--- config.mk ---
export PLATFORM = sky130hd
export DESIGN_NAME = memory_exerciser_flat
export DESIGN_NICKNAME = d
export VERILOG_FILES = /design/src/rtl/memory_exerciser_pkg.sv /design/src/rtl/memory_exerciser_if.sv /design/src/rtl/memory_exerciser.sv /design/src/flat_wrapper.sv
export SDC_FILE = /design/constraint.sdc
export NUM_CORES = 1
export LEC_CHECK = 0
export CORE_MARGIN = 2
export CORE_UTILIZATION = 40
export DETAILED_ROUTE_END_ITERATION = 10
export GPL_ROUTABILITY_DRIVEN = 0
export HOLD_SLACK_MARGIN = 0.06
export PLACE_DENSITY = 0.65
export SLEW_MARGIN = 20
export SYNTH_ARGS = -nofsm -noshare
export SYNTH_HDL_FRONTEND = slang
export SYNTH_SLANG_ARGS = --single-unit
--- constraint.sdc ---
create_clock -name clk -period 2.9 [get_ports clk]
set_clock_uncertainty 0.05 [all_clocks]
set_input_delay 0.87 -clock clk [delete_from_list [all_inputs] [get_ports clk]]
set_output_delay 0.87 -clock clk [all_outputs]
set_load 0.05 [all_outputs]
--- src/rtl/memory_exerciser_pkg.sv ---
// memory_exerciser_pkg: state encoding shared by memory-bus initiators
package memory_exerciser_pkg;
  typedef enum logic [2:0] {IDLE, WRITE, READ, DRAIN, DONE} state_t;
endpackage

--- src/rtl/memory_exerciser_if.sv ---
// memory_exerciser_if: memory bus between an initiator (master) and a responder (slave)
interface memory_exerciser_if #(
  parameter int addr_size = 16,
  parameter int word_size = 16
);
  logic [addr_size-1:0] addr;
  logic [word_size-1:0] data_out;
  logic [word_size-1:0] data_in;
  logic                 write_en;
  modport master(output addr, data_out, write_en, input data_in);
  modport slave(input addr, data_out, write_en, output data_in);
endinterface

--- src/rtl/memory_exerciser.sv ---
// memory_exerciser: writes a seeded pattern to a word range, reads it back and counts mismatches
// ports: clk, reset (async active-low), start/seed request a pass, bus drives the memory responder,
//        busy/done/pass report status, err_count/first_err_addr report mismatches
module memory_exerciser
  import memory_exerciser_pkg::*;
#(
  parameter int base_addr  = 0,
  parameter int addr_size  = 16,
  parameter int word_size  = 16,
  parameter int word_count = 2
) (
  input  logic                 clk,
  input  logic                 reset,
  input  logic                 start,
  input  logic [word_size-1:0] seed,
  memory_exerciser_if.master   bus,
  output logic                 busy,
  output logic                 done,
  output logic                 pass,
  output logic [addr_size-1:0] err_count,
  output logic [addr_size-1:0] first_err_addr
);
  localparam logic [addr_size-1:0] first_addr = addr_size'(base_addr);
  localparam logic [addr_size-1:0] last_idx = addr_size'(word_count - 1);
  function automatic logic [word_size-1:0] pattern(input logic [word_size-1:0] s, input logic [addr_size-1:0] i);
    return (s + word_size'(i)) ^ {word_size{i[0]}};
  endfunction
  state_t               r_state;
  logic [addr_size-1:0] r_idx, r_addr, r_err, r_first, r_cmp_addr;
  logic [word_size-1:0] r_seed, r_data, r_exp;
  logic                 r_we, r_busy, r_done, r_pass, r_cmp;
  logic                 w_last, w_mis;
  logic [addr_size-1:0] w_next;
  assign w_last = r_idx == last_idx;
  assign w_next = r_idx + 1'b1;
  // r_cmp/r_exp trail the read address by one cycle, lining up with the responder's data
  assign w_mis = r_cmp && (bus.data_in != r_exp);
  assign bus.addr = r_addr;
  assign bus.data_out = r_data;
  assign bus.write_en = r_we;
  assign busy = r_busy;
  assign done = r_done;
  assign pass = r_pass;
  assign err_count = r_err;
  assign first_err_addr = r_first;
  always_ff @(posedge clk or negedge reset) begin
    if (!reset) begin
      r_state <= IDLE;
      r_idx <= '0;
      r_seed <= '0;
      r_addr <= '0;
      r_data <= '0;
      r_we <= 1'b0;
      r_busy <= 1'b0;
      r_done <= 1'b0;
      r_pass <= 1'b0;
      r_err <= '0;
      r_first <= '0;
      r_cmp <= 1'b0;
      r_exp <= '0;
      r_cmp_addr <= '0;
    end else begin
      r_cmp <= r_state == READ;
      r_exp <= pattern(r_seed, r_idx);
      r_cmp_addr <= r_addr;
      if (w_mis && r_err != '1) r_err <= r_err + 1'b1;
      if (w_mis && r_err == '0) r_first <= r_cmp_addr;
      case (r_state)
        IDLE, DONE: begin
          // the first DONE cycle retires the last compare; status is published one edge later
          if (r_busy) begin
            r_busy <= 1'b0;
            r_done <= 1'b1;
            r_pass <= r_err == '0;
          end else if (start) begin
            r_state <= WRITE;
            r_seed <= seed;
            r_idx <= '0;
            r_addr <= first_addr;
            r_data <= seed;
            r_we <= 1'b1;
            r_busy <= 1'b1;
            r_done <= 1'b0;
            r_pass <= 1'b0;
            r_err <= '0;
            r_first <= '0;
          end
        end
        WRITE: begin
          r_state <= w_last ? READ : WRITE;
          r_idx <= w_last ? '0 : w_next;
          r_we <= !w_last;
          r_addr <= w_last ? first_addr : first_addr + w_next;
          r_data <= w_last ? '0 : pattern(r_seed, w_next);
        end
        READ: begin
          r_state <= w_last ? DRAIN : READ;
          r_idx <= w_last ? '0 : w_next;
          r_addr <= w_last ? '0 : first_addr + w_next;
        end
        DRAIN: r_state <= DONE;
        default: r_state <= IDLE;
      endcase
    end
  end
endmodule

--- src/flat_wrapper.sv ---
// flat-port wrapper written by rule: the top's interface ports become plain ports
module memory_exerciser_flat import memory_exerciser_pkg::*;
#(
  parameter int base_addr  = 0,
  parameter int addr_size  = 16,
  parameter int word_size  = 16,
  parameter int word_count = 2
)
  (clk, reset, start, seed, busy, done, pass, err_count, first_err_addr, bus_addr, bus_data_out, bus_write_en, bus_data_in);
  memory_exerciser_if #(.addr_size(addr_size), .word_size(word_size)) bus_i ();
  input  logic clk;
  input  logic reset;
  input  logic start;
  input  logic [word_size-1:0] seed;
  output logic busy;
  output logic done;
  output logic pass;
  output logic [addr_size-1:0] err_count;
  output logic [addr_size-1:0] first_err_addr;
  output wire logic [$bits(bus_i.addr)-1:0] bus_addr;
  output wire logic [$bits(bus_i.data_out)-1:0] bus_data_out;
  output wire logic [$bits(bus_i.write_en)-1:0] bus_write_en;
  input wire logic [$bits(bus_i.data_in)-1:0] bus_data_in;
  assign bus_addr = bus_i.addr;
  assign bus_data_out = bus_i.data_out;
  assign bus_write_en = bus_i.write_en;
  assign bus_i.data_in = bus_data_in;
  memory_exerciser #(.base_addr(base_addr), .addr_size(addr_size), .word_size(word_size), .word_count(word_count)) u_core (.clk(clk), .reset(reset), .start(start), .seed(seed), .bus(bus_i), .busy(busy), .done(done), .pass(pass), .err_count(err_count), .first_err_addr(first_err_addr));
endmodule
# Yosys cells after proc, flatten, opt, wreduce, memory -nomap -nowiden
# Cells that the tools add are included.
[word_totals] reg_bits=120 latch_bits=0 ramBits=0 romBits=0 input_bits=35 output_inout_bits=68 elab_cells=74 n_memories=0
[classes] addsub=4 n_mul=0 div=0 order_cmp=0 n_eq_ne=9 shift=0 n_mux=29 bitwise_logic=3 n_reduce_logical=16
[ops] op="$mux 16" n=14
[ops] op="$pmux 16 s2" n=2
[ops] op="$add 16x1->16 const B" n=2
[ops] op="$add 16x16->16" n=2
[ops] op="$xor 16x16->16" n=2
[ops] op="$eq 16x1->1 const B" n=1
[ops] op="$logic_not 16->1" n=1
[ops] op="$ne 16x16->1" n=1
[ops] op="$ne 16x16->1 const B" n=1
[ops] op="$pmux 3 s4" n=1
[ops] op="$reduce_and 3->1" n=3
[ops] op="$mux 1" n=8
[ops] op="$eq 3x2->1 const B" n=2
[ops] op="$mux 3" n=2
[ops] op="$reduce_bool 2->1" n=3
[ops] op="$ne 2x2->1 const B" n=2
[ops] op="$reduce_and 2->1" n=2
[ops] op="$reduce_or 2->1" n=2
[ops] op="$eq 3x1->1 const B" n=1
[ops] op="$eq 3x3->1 const B" n=1
[ops] op="$logic_and 1x1->1" n=3
[ops] op="$logic_not 3->1" n=1
[ops] op="$mux 2" n=1
[ops] op="$pmux 1 s2" n=1
[ops] op="2 further kinds" n=2

# Depth between registers and ports, before layout
# Gate-level depths: netlist of run 1.
[depth] word_depth=7 depth_mapped=14 mapped_depth_nobuf=13

# Least setup slack after synthesis of run 1
# OpenSTA, ideal clock, no wires.
[synth_path] path_type="register -> register" startpoint="register u_core.r_idx[1]" endpoint="register u_core.r_data[14] (netlist: u_core.bus.data_out[14])" setup_ps=132 t_arrival_ps=3182 required_time_ps=2718 path_slack_ps=-464 path_stages_with_launch=14 n_path_buf=0 period_less_slack_ps=3364 cell_sequence="dfrtp_1 -> ha_1 -> nand3_1 -> nor3_2 -> nand3_1 -> xnor2_1 -> ha_1 -> o21a_1 -> nor2_1 -> a31o_2 -> a31oi_1 -> a31oi_1 -> xnor2_1 -> o211ai_1"
[synth_between] elab_chain_len=5 word_cells_on_any_way=6 cone_classes="add/sub: 2; eq/ne: 1; mux: 2; bitwise: 1"
[synth_lines] item="start, declared" line="memory_exerciser.sv:29" rtl="logic [addr_size-1:0] r_idx, r_addr, r_err, r_first, r_cmp_addr;"
[synth_lines] item="start signal, assigned" line="memory_exerciser.sv:91" rtl="r_idx <= w_last ? '0 : w_next;"
[synth_lines] item="start signal, assigned" line="memory_exerciser.sv:98" rtl="r_idx <= w_last ? '0 : w_next;"
[synth_lines] item="$add 16x1->16" line="memory_exerciser.sv:35" rtl="assign w_next = r_idx + 1'b1;"
[synth_lines] item="$add 16x16->16" line="memory_exerciser.sv:26" rtl="return (s + word_size'(i)) ^ {word_size{i[0]}};"
[synth_lines] item="$xor 16x16->16" line="memory_exerciser.sv:26"
[synth_lines] item="$mux 16 (*)" line="memory_exerciser.sv:94" rtl="r_data <= w_last ? '0 : pattern(r_seed, w_next);"
[synth_lines] item="$pmux 16 s2 (*)" line="memory_exerciser.sv:68" rtl="case (r_state)"
[synth_lines] item="end signal, assigned" line="memory_exerciser.sv:94"
[synth_lines] item="end, declared" line="memory_exerciser.sv:30" rtl="logic [word_size-1:0] r_seed, r_data, r_exp;"
# Every way passes the cells marked *; elsewhere a longest branch is shown, timed or not.
# A chain may end at the register's enable or synchronous reset.

==> results.txt, run 1 <==
----------------------------------------------------
[Pwr]
  Clock network power share ... 0.195
  Total power per unit cell area ... 1170 nW/um2
  Static Leak ... 4.05 nW
  Net switching fraction of the power ... 0.435
  Max rail drop VDD ... 616 uV
  Internal power ... 0.00597 W
  Switching power summed over all nets ... 0.00459 W
  Part of the total power dissipated in sequential elements ... 0.256
  Share of power burned in combinational logic ... 0.548

[Layout]
  Most common cell after layout, fill and taps aside ... dfrtp_1
  P&R area growth vs syn ... 32.9%
  Fraction of final layout cells sized beyond drive strength 1 ... 0.146
  Highest-count cells in the layout ignoring fill and taps ... 111 x dfrtp_1, 99 x clkdlybuf4s50_1, 94 x nand2_1, 69 x nor2_1, 65 x xnor2_1
  Area taken by multi-input logic gates ... 3780 um2
  Antenna fix cells ... 0
  Area occupied by registers ... 3020 um2
  Non-filler instance count after layout ... 1,061
  Filler cells ... 1,429
  Number of nets in the layout ... 902

[Synth]
  Total of warnings raised by yosys ... 0
  Top cells by area, synth ... dfrtp_1 44%, xnor2_1 8.6%, ha_1 6.8%
  Synth top area share ... 0.442
  Portion of the post-synthesis area used by sequential elements ... 0.442
  Async set or reset register ratio after synthesis ... 1.00
  Post-synth EDFFs ... 0
  Post-synth design cell area ... 6800 um2
  Avg Synthesized Cell Area ... 9.80 um2
  Number of nets in the synthesized netlist ... 768
  Prevailing post-synth register cell ... dfrtp_1
  Unique cell type count in the Yosys netlist ... 62
  Mapped Cells ... 694
  Register bit total from synthesis ... 120
  Library cell with the largest summed area after synthesis ... dfrtp_1

[Route]
  Total iterations of the first detailed-routing run ... 4
  Post-detailed-routing wire length ... 17,600 um
  DRC ... 0
  Initial DRC count ... 243
  Post-route antenna net violation count ... 0
  Routed wire per std cell ... 16.6 um
  Via count ... 5,526
  Via-per-instance ratio ... 5.21

[Die]
  Die footprint ... 18,100 um2
  Core outline area ... 16,600 um2
  DIE WIDTH ... 134 um
  Effective utilization at floorplan ... 0.410
  Ports ... 103
  Chip Height ... 134 um
  Cell Rows ... 47

[Global route]
  GRT Residual Overflow ... 0
  GR Layer Usage met1 ... 0.271
  Global-route wire length before repair ... 28,600 um
  Met3 track demand over resource in global routing ... 0.0480
  M2 GR Usage ... 0.319
  Routing layer with the top usage in global route ... met2
  Initial antenna violation count ... 0
  Gr usage total ... 0.202
  Vias in the first global route ... 5,745
  Pin count of the biggest net entering global routing ... 121

[CTS]
  Root buffer cell ... clkbuf_16
  Total number of clock tree sinks ... 120
  Clock-pin transition on the worst setup and hold timing paths ... 0.05 ns
  Latest clock arrival within the worst-skew pair ... 0.42 ns
  H-tree Lvls ... 4
  TritonCTS buffer count ... 17
  Buffers from clock root to sink, at most ... 2
  # hold bufs at CTS ... 0
  CTS tree ... built

[Setup path]
  Worst-path fanout max ... 10
  Family of cells with the greatest summed delay on the critical path ... buffers and inverters
  Startpoint types ... flop
  Buffers plus inverters on the worst setup path ... 1
  Classification of the worst setup path ... reg -> out
  Ordered list of cells on the worst path ... clkdlybuf4s50_1
  Slowest cell delay on critical path ... 0.88 ns
  Cell with the largest stage delay on the worst path ... clkdlybuf4s50_1
  Kind of end point of the critical path ... primary output
  Crit path required time ... 1.98 ns
  Arrival time worst endpoint ... 1.89 ns

[Run status]
  Status ... completed

[Placed design]
  IO Port Bufs ... 102
  Final HPWL from detailed placement ... 12,600 um
  Number of placed instances, taps included ... 1,023

[Flow run]
  Total of max-cap violations ... 0

[STA]
  Slew Limit Headroom ... 0.559
  Worst hold slack across all endpoints ... 0.438 ns
  Crit share post-route ... 0.969
  Hold violation total from the final report ... 0
  Min Tclk post-route ... 2.81 ns
  Transition time of the tightest slew-check pin ... 0.661 ns
  Final count of pins violating max slew ... 0
  Setup violation total in the final timing report ... 0
  Maximum operating frequency ... 0.356 GHz
  Unrepaired setup endpoints after global routing ... yes

[Min path]
  Worst min-delay path category ... reg -> reg

----------------------------------------------------
-- timing repair --
| item | in CTS | in global routing |
|---|---|---|
| resized for setup | 0 | 23 |
| setup buffers | 0 | 6 |
| setup endpoints to repair | 0 | 9 |
-- cells by family (layout without fill, tap and decap cells) --
| group | Yosys count | in the layout | synth area share |
|---|---|---|---|
| AND/OR/NAND/NOR | 248 | 248 | 0.174 |
| flip-flops | 120 | 120 | 0.442 |
| AO/OA/AOI/OAI | 132 | 132 | 0.132 |
| XOR/XNOR | 101 | 101 | 0.130 |
| multiplexers | 17 | 17 | 0.0250 |
| buffers and inverters | 37 | 184 | 0.0237 |
| adder cells (fa/ha/maj) | 39 | 39 | 0.0740 |
-- Yosys cell counts, drive strengths merged, types with 3 or more instances --
| cell | number |
|---|---|
| a211oi | 6 |
| a21o | 11 |
| a21oi | 27 |
| a22oi | 9 |
| a31oi | 8 |
| and2 | 6 |
| and3 | 11 |
| buf | 11 |
| clkbuf | 14 |
| dfrtp | 120 |
| ha | 37 |
| inv | 12 |
| mux2i | 17 |
| nand2 | 95 |
| nand2b | 7 |
| nand3 | 22 |
| nand4 | 10 |
| nor2 | 72 |
| nor2b | 4 |
| nor3 | 7 |
| nor4 | 5 |
| nor4b | 3 |
| o211ai | 8 |
| o21a | 4 |
| o21ai | 40 |
| o31ai | 7 |
| or2 | 4 |
| xnor2 | 67 |
| xor2 | 34 |
-- power by group through the flow --
stage               Combinational (W)  Sequential [W]  Clock, W
finish                        0.00579         0.00271   0.00206
floorplan                     0.00335         0.00335         0
global route                  0.00628         0.00277   0.00218
CTS                           0.00566         0.00271   0.00211
detailed placement            0.00558         0.00273         0
global placement              0.00550         0.00271         0
-- layer usage --
layer / vias to the layer above / share of wire / wire [um]
met3: 33 / 0.051 / 888
met5: - / 0 / 0
met2: 163 / 0.47 / 8180
li1: 2673 / - / -
met1: 2657 / 0.47 / 8190
met4: 0 / 0.018 / 318
-- metrics by stage --
step / setup WS, ns / TNS, ns / area (um2) / utilization / total power, W
final: 0.0907 / 0 / 9040 / 0.545 / 0.0106
after global routing: -0.0754 / -0.119 / 9040 / 0.545 / 0.0112
after CTS: 0.0136 / 0 / 8890 / 0.536 / 0.0105
after detailed placement: 0.00278 / 0 / 8320 / 0.501 / 0.00831
after global placement: 0.0389 / 0 / 8320 / 0.501 / 0.00821
after floorplan: 0.00518 / 0 / 6880 / - / 0.00670
-- flip-flops by register name, indices dropped and copies added, names as in the netlist, 3 cells and up --
signal and flops:
u_core.r_idx 16, u_core.r_state 3, u_core.r_seed 16, u_core.first_err_addr 16, u_core.bus.data_out 16, u_core.err_count 16
u_core.r_cmp_addr 16, u_core.r_exp 16
-- worst paths after layout --
| path | end | from | slack, ns | depth (start not counted) |
|---|---|---|---|---|
| max in group asynchronous | u_core.r_idx[1] | reset | 1.82 | 2 |
| worst min register to register | u_core.done | u_core.done | 0.44 | 2 |
| worst max register to register | u_core.bus.data_out[15] | u_core.r_idx[1] | 0.10 | 13 |
| min in group asynchronous | u_core.err_count[1] | reset | 0.46 | 2 |
| worst min-delay path | u_core.done | u_core.done | 0.44 | 2 |
| worst max-delay path | bus_addr[11] | u_core.r_idx[11] | 0.09 | 1 |
-- layout make-up --
type / count / area share
inverters: 12 / 0.00498
clock buffers: 24 / 0.0533
clock inverters: 8 / 0.0105
well taps: 220 / 0.0304
multi-input cells: 537 / 0.419
flip-flops and latches: 120 / 0.334
repair buffers: 140 / 0.148
Note: power is estimated with default switching activity, not from simulation.
==> inputs of run 2 (changes only) <==
CORE_UTILIZATION = 49   (was 40)
PLACE_DENSITY = 0.77   (was 0.65)
==> results.txt, run 2 (synthesis gave the netlist of run 1 again) <==
----------------------------------------------------
[Run status]
  Status ... finished, violations left
  Failing checks ... negative setup slack

[Placed design]
  Final HPWL from detailed placement ... 12,400 um
  IO Port Bufs ... 102
  Placed Instance Area ... 8260 um2

[CTS]
  Total number of clock tree sinks ... 120
  Root buffer cell ... clkbuf_16
  # hold bufs at CTS ... 0
  CTS tree ... built
  Latest clock arrival within the worst-skew pair ... 0.42 ns
  H-tree Lvls ... 4
  TritonCTS buffer count ... 17
  Clock-pin transition on the worst setup and hold timing paths ... 0.05 ns
  Buffers from clock root to sink, at most ... 2

[STA]
  Unrepaired setup endpoints after global routing ... yes
  Final count of pins violating max slew ... 0
  Transition time of the tightest slew-check pin ... 0.667 ns
  Hold violation total from the final report ... 0
  Maximum operating frequency ... 0.343 GHz
  Worst hold slack across all endpoints ... 0.388 ns
  Min Tclk post-route ... 2.91 ns
  Slew Limit Headroom ... 0.555
  Setup TNS ... -0.0227 ns
  Final worst setup slack ... -0.0130 ns
  Setup violation total in the final timing report ... 2
  Crit share post-route ... 1.00

[Layout]
  Antenna fix cells ... 0
  Post-route cell area ... 8960 um2
  Fraction of final layout cells sized beyond drive strength 1 ... 0.143
  Most common cell after layout, fill and taps aside ... dfrtp_1
  Post-layout util ... 0.653
  Highest-count cells in the layout ignoring fill and taps ... 111 x dfrtp_1, 99 x clkdlybuf4s50_1, 94 x nand2_1, 69 x nor2_1, 63 x xnor2_1
  P&R area growth vs syn ... 31.8%
  Number of nets in the layout ... 899

[Min path]
  Worst min-delay path category ... in -> async

[Setup path]
  Ordered list of cells on the worst path ... ha_4 -> nand3_4 -> nor3_4 -> xor2_1 -> ha_1 -> buf_4 -> nor2_1 -> a21oi_1 -> nand3_1 -> buf_4 -> o21ai_0 -> a21oi_1 -> xnor2_1 -> o211ai_1
  Cell with the largest stage delay on the worst path ... dfrtp_2
  Kind of end point of the critical path ... flop
  Startpoint types ... flop
  Slowest cell delay on critical path ... 0.43 ns
  Buffers plus inverters on the worst setup path ... 2
  Arrival time worst endpoint ... 3.15 ns
  Family of cells with the greatest summed delay on the critical path ... simple AND/OR/NAND/NOR gates
  Classification of the worst setup path ... reg -> reg
  Worst-path fanout max ... 5
  Crit path required time ... 3.14 ns

[Route]
  Routed wire per std cell ... 17.1 um
  Initial DRC count ... 355
  Total iterations of the first detailed-routing run ... 5
  Via-per-instance ratio ... 5.48
  Post-route antenna net violation count ... 0
  DRC ... 0
  Via count ... 5,575
  Post-detailed-routing wire length ... 17,400 um

[Die]
  Ports ... 103
  DIE WIDTH ... 122 um
  Die footprint ... 14,800 um2
  Chip Height ... 122 um
  Effective utilization at floorplan ... 0.496
  Core outline area ... 13,700 um2
  Cell Rows ... 43

[Pwr]
  Power Total ... 0.0106 W
  Total power per unit cell area ... 1180 nW/um2
  Max rail drop VDD ... 717 uV
  Static Leak ... 4.06 nW

[Flow run]
  Total of max-cap violations ... 0

[Global route]
  Vias in the first global route ... 5,610
  Pin count of the biggest net entering global routing ... 47
  Global-route wire length before repair ... 28,000 um
  Gr usage total ... 0.242
  Initial antenna violation count ... 0
  GRT Residual Overflow ... 0

----------------------------------------------------
==> run 2: what timing repair did <==
action                     4_1_cts  5_1_grt
buffers inserted                 0        4
setup endpoints to repair        0       10
resized for setup                0       19
==> run 2: worst paths after layout <==
check                                      start                         to  slack, ns  cells after the start
min reg2reg                u_core.r_cmp_addr[14]  u_core.first_err_addr[14]       0.44                      2
max in group asynchronous                  reset            u_core.r_idx[1]       1.65                      2
max                              u_core.r_idx[0]    u_core.bus.data_out[13]      -0.01                     14
max reg2reg                      u_core.r_idx[0]    u_core.bus.data_out[13]      -0.01                     14
min in group clk           u_core.r_cmp_addr[14]  u_core.first_err_addr[14]       0.44                      2
min                                        reset          u_core.r_seed[13]       0.39                      1
==> run 2: metal layers <==
layer / track usage / share of wire
met3: 0.0534 / 0.053
met2: 0.394 / 0.49
met5: 0 / 0
met4: 0.0812 / 0.015
met1: 0.322 / 0.44
==> run 2: per-stage QoR <==
stage | worst slack, ns | cells
after CTS | 0.0441 | 1013
final | -0.0130 | 1017
after global routing | -0.165 | 1017
after global placement | 0.0303 | 982
after detailed placement | 0.00387 | 982
after floorplan | 0.00518 | 694
==> run 2: report_power, final <==
| part | internal (W) | switching (W) | leakage [nW] |
|---|---|---|---|
| Combinational | 0.00239 | 0.00340 | 2.24 |
| Clock | 0.00134 | 0.000721 | 0.285 |
| Sequential | 0.00224 | 0.000470 | 1.53 |
| Total | 0.00597 | 0.00459 | 4.06 |
==> run 2: final cells by class <==
type,instances,area (um2)
fillers,1067,4750
well taps,180,225
multi-input cells,537,3780
inverters,12,45.0
clock buffers,23,488
flip-flops and latches,120,3020
repair buffers,137,1320
clock inverters,8,95.1
==> inputs of run 3 (changes only) <==
CORE_UTILIZATION = 50   (was 49)
PLACE_DENSITY = 0.89   (was 0.77)
==> results.txt, run 3 (synthesis gave the netlist of run 1 again) <==
----------------------------------------------------
[Layout]
  Most common cell after layout, fill and taps aside ... dfrtp_1
  Number of nets in the layout ... 894
  Antenna fix cells ... 0
  Highest-count cells in the layout ignoring fill and taps ... 111 x dfrtp_1, 100 x clkdlybuf4s50_1, 94 x nand2_1, 69 x nor2_1, 64 x xnor2_1
  Fraction of final layout cells sized beyond drive strength 1 ... 0.141
  Non-filler instance count after layout ... 1,008
  P&R area growth vs syn ... 31.5%
  Filler cells ... 1,017

[Global route]
  Initial antenna violation count ... 0
  Pin count of the biggest net entering global routing ... 52
  Global-route wire length before repair ... 27,400 um
  Gr usage total ... 0.241
  GRT Residual Overflow ... 0
  Vias in the first global route ... 5,428

[Setup path]
  Cell with the largest stage delay on the worst path ... clkdlybuf4s50_1
  Kind of end point of the critical path ... primary output
  Crit path required time ... 1.98 ns
  Classification of the worst setup path ... reg -> out
  Family of cells with the greatest summed delay on the critical path ... buffers and inverters
  Buffers plus inverters on the worst setup path ... 1
  Startpoint types ... flop
  Worst-path fanout max ... 11
  Ordered list of cells on the worst path ... clkdlybuf4s50_1
  Arrival time worst endpoint ... 1.93 ns
  Slowest cell delay on critical path ... 0.89 ns

[Route]
  Post-route antenna net violation count ... 0
  Routed wire per std cell ... 16.8 um
  Total iterations of the first detailed-routing run ... 5
  Post-detailed-routing wire length ... 16,900 um
  DRC ... 0
  Via count ... 5,551
  Initial DRC count ... 474
  Via-per-instance ratio ... 5.51

[Die]
  Core outline area ... 13,200 um2
  Die footprint ... 14,600 um2
  DIE WIDTH ... 121 um
  Chip Height ... 121 um
  Ports ... 103
  Cell Rows ... 42
  Effective utilization at floorplan ... 0.514

[STA]
  Crit share post-route ... 0.983
  Unrepaired setup endpoints after global routing ... yes
  Final count of pins violating max slew ... 0
  Transition time of the tightest slew-check pin ... 0.709 ns
  Setup TNS ... 0 ns
  Hold violation total from the final report ... 0
  Final worst setup slack ... 0.0498 ns
  Slew Limit Headroom ... 0.527
  Min Tclk post-route ... 2.85 ns
  Setup violation total in the final timing report ... 0
  Maximum operating frequency ... 0.351 GHz

[Placed design]
  Number of placed instances, taps included ... 975
  Placement-stage worst setup slack ... -0.0187 ns
  Final HPWL from detailed placement ... 12,200 um
  IO Port Bufs ... 102

[CTS]
  Buffers from clock root to sink, at most ... 2
  H-tree Lvls ... 4
  # hold bufs at CTS ... 0
  Latest clock arrival within the worst-skew pair ... 0.42 ns
  CTS tree ... built
  Total number of clock tree sinks ... 120
  TritonCTS buffer count ... 17
  Root buffer cell ... clkbuf_16
  Clock-pin transition on the worst setup and hold timing paths ... 0.05 ns

[Pwr]
  Static Leak ... 4.00 nW
  Max rail drop VDD ... 891 uV
  Total power per unit cell area ... 1180 nW/um2
  Power Total ... 0.0105 W

[Flow run]
  Total of max-cap violations ... 0

[Min path]
  Worst min-delay path category ... reg -> reg

[Run status]
  Status ... completed

----------------------------------------------------
[run 3: where the power goes]
group	switching, W	internal, W	total [W]
sequential	0.000477	0.00224	0.00272
clock	0.000725	0.00141	0.00213
combinational	0.00332	0.00236	0.00567
total	0.00452	0.00600	0.0105
[run 3: worst paths after layout]
kind,depth (start not counted),endpoint,slack (ns),from
min reg2reg,2,u_core.done,0.43,u_core.done
max reg2reg,11,u_core.bus.data_out[11],0.12,u_core.r_idx[1]
min in group asynchronous,1,u_core.err_count[1],0.45,reset
min,2,u_core.done,0.43,u_core.done
max,1,bus_addr[10],0.05,u_core.r_idx[10]
max in group asynchronous,2,u_core.r_exp[1],1.69,reset
[run 3: area by class of cell]
cell class | instances | area, um2 | area share
clock buffer | 23 | 478 | 0.0535
clock inverter | 8 | 120 | 0.0134
inverter | 12 | 45.0 | 0.00504
multi-input combinational | 537 | 3780 | 0.423
sequential | 120 | 3020 | 0.337
tap | 176 | 220 | 0.0246
timing repair buffer | 132 | 1280 | 0.143
[run 3: per-layer routing]
| metal | wire [um] | GRT usage | up-vias | part of all wire |
|---|---|---|---|---|
| li1 | - | - | 2652 | - |
| met1 | 7680 | 0.326 | 2677 | 0.45 |
| met2 | 8020 | 0.382 | 200 | 0.47 |
| met3 | 992 | 0.0608 | 22 | 0.059 |
| met4 | 261 | 0.0734 | 0 | 0.015 |
| met5 | 0 | 0 | - | 0 |
[run 3: metrics by stage]
stage / cell area, um2 / hold slack, ns / util
after global placement: 8230 / 0.413 / 0.622
after floorplan: 6880 / 0.415 / -
after CTS: 8830 / 0.434 / 0.667
after global routing: 8940 / 0.454 / 0.675
after detailed placement: 8230 / 0.421 / 0.622
final: 8940 / 0.428 / 0.675
[run 3: repair_timing]
action	CTS	global route
gates resized for setup	0	21
setup buffers	0	2
setup endpoints to repair	0	8
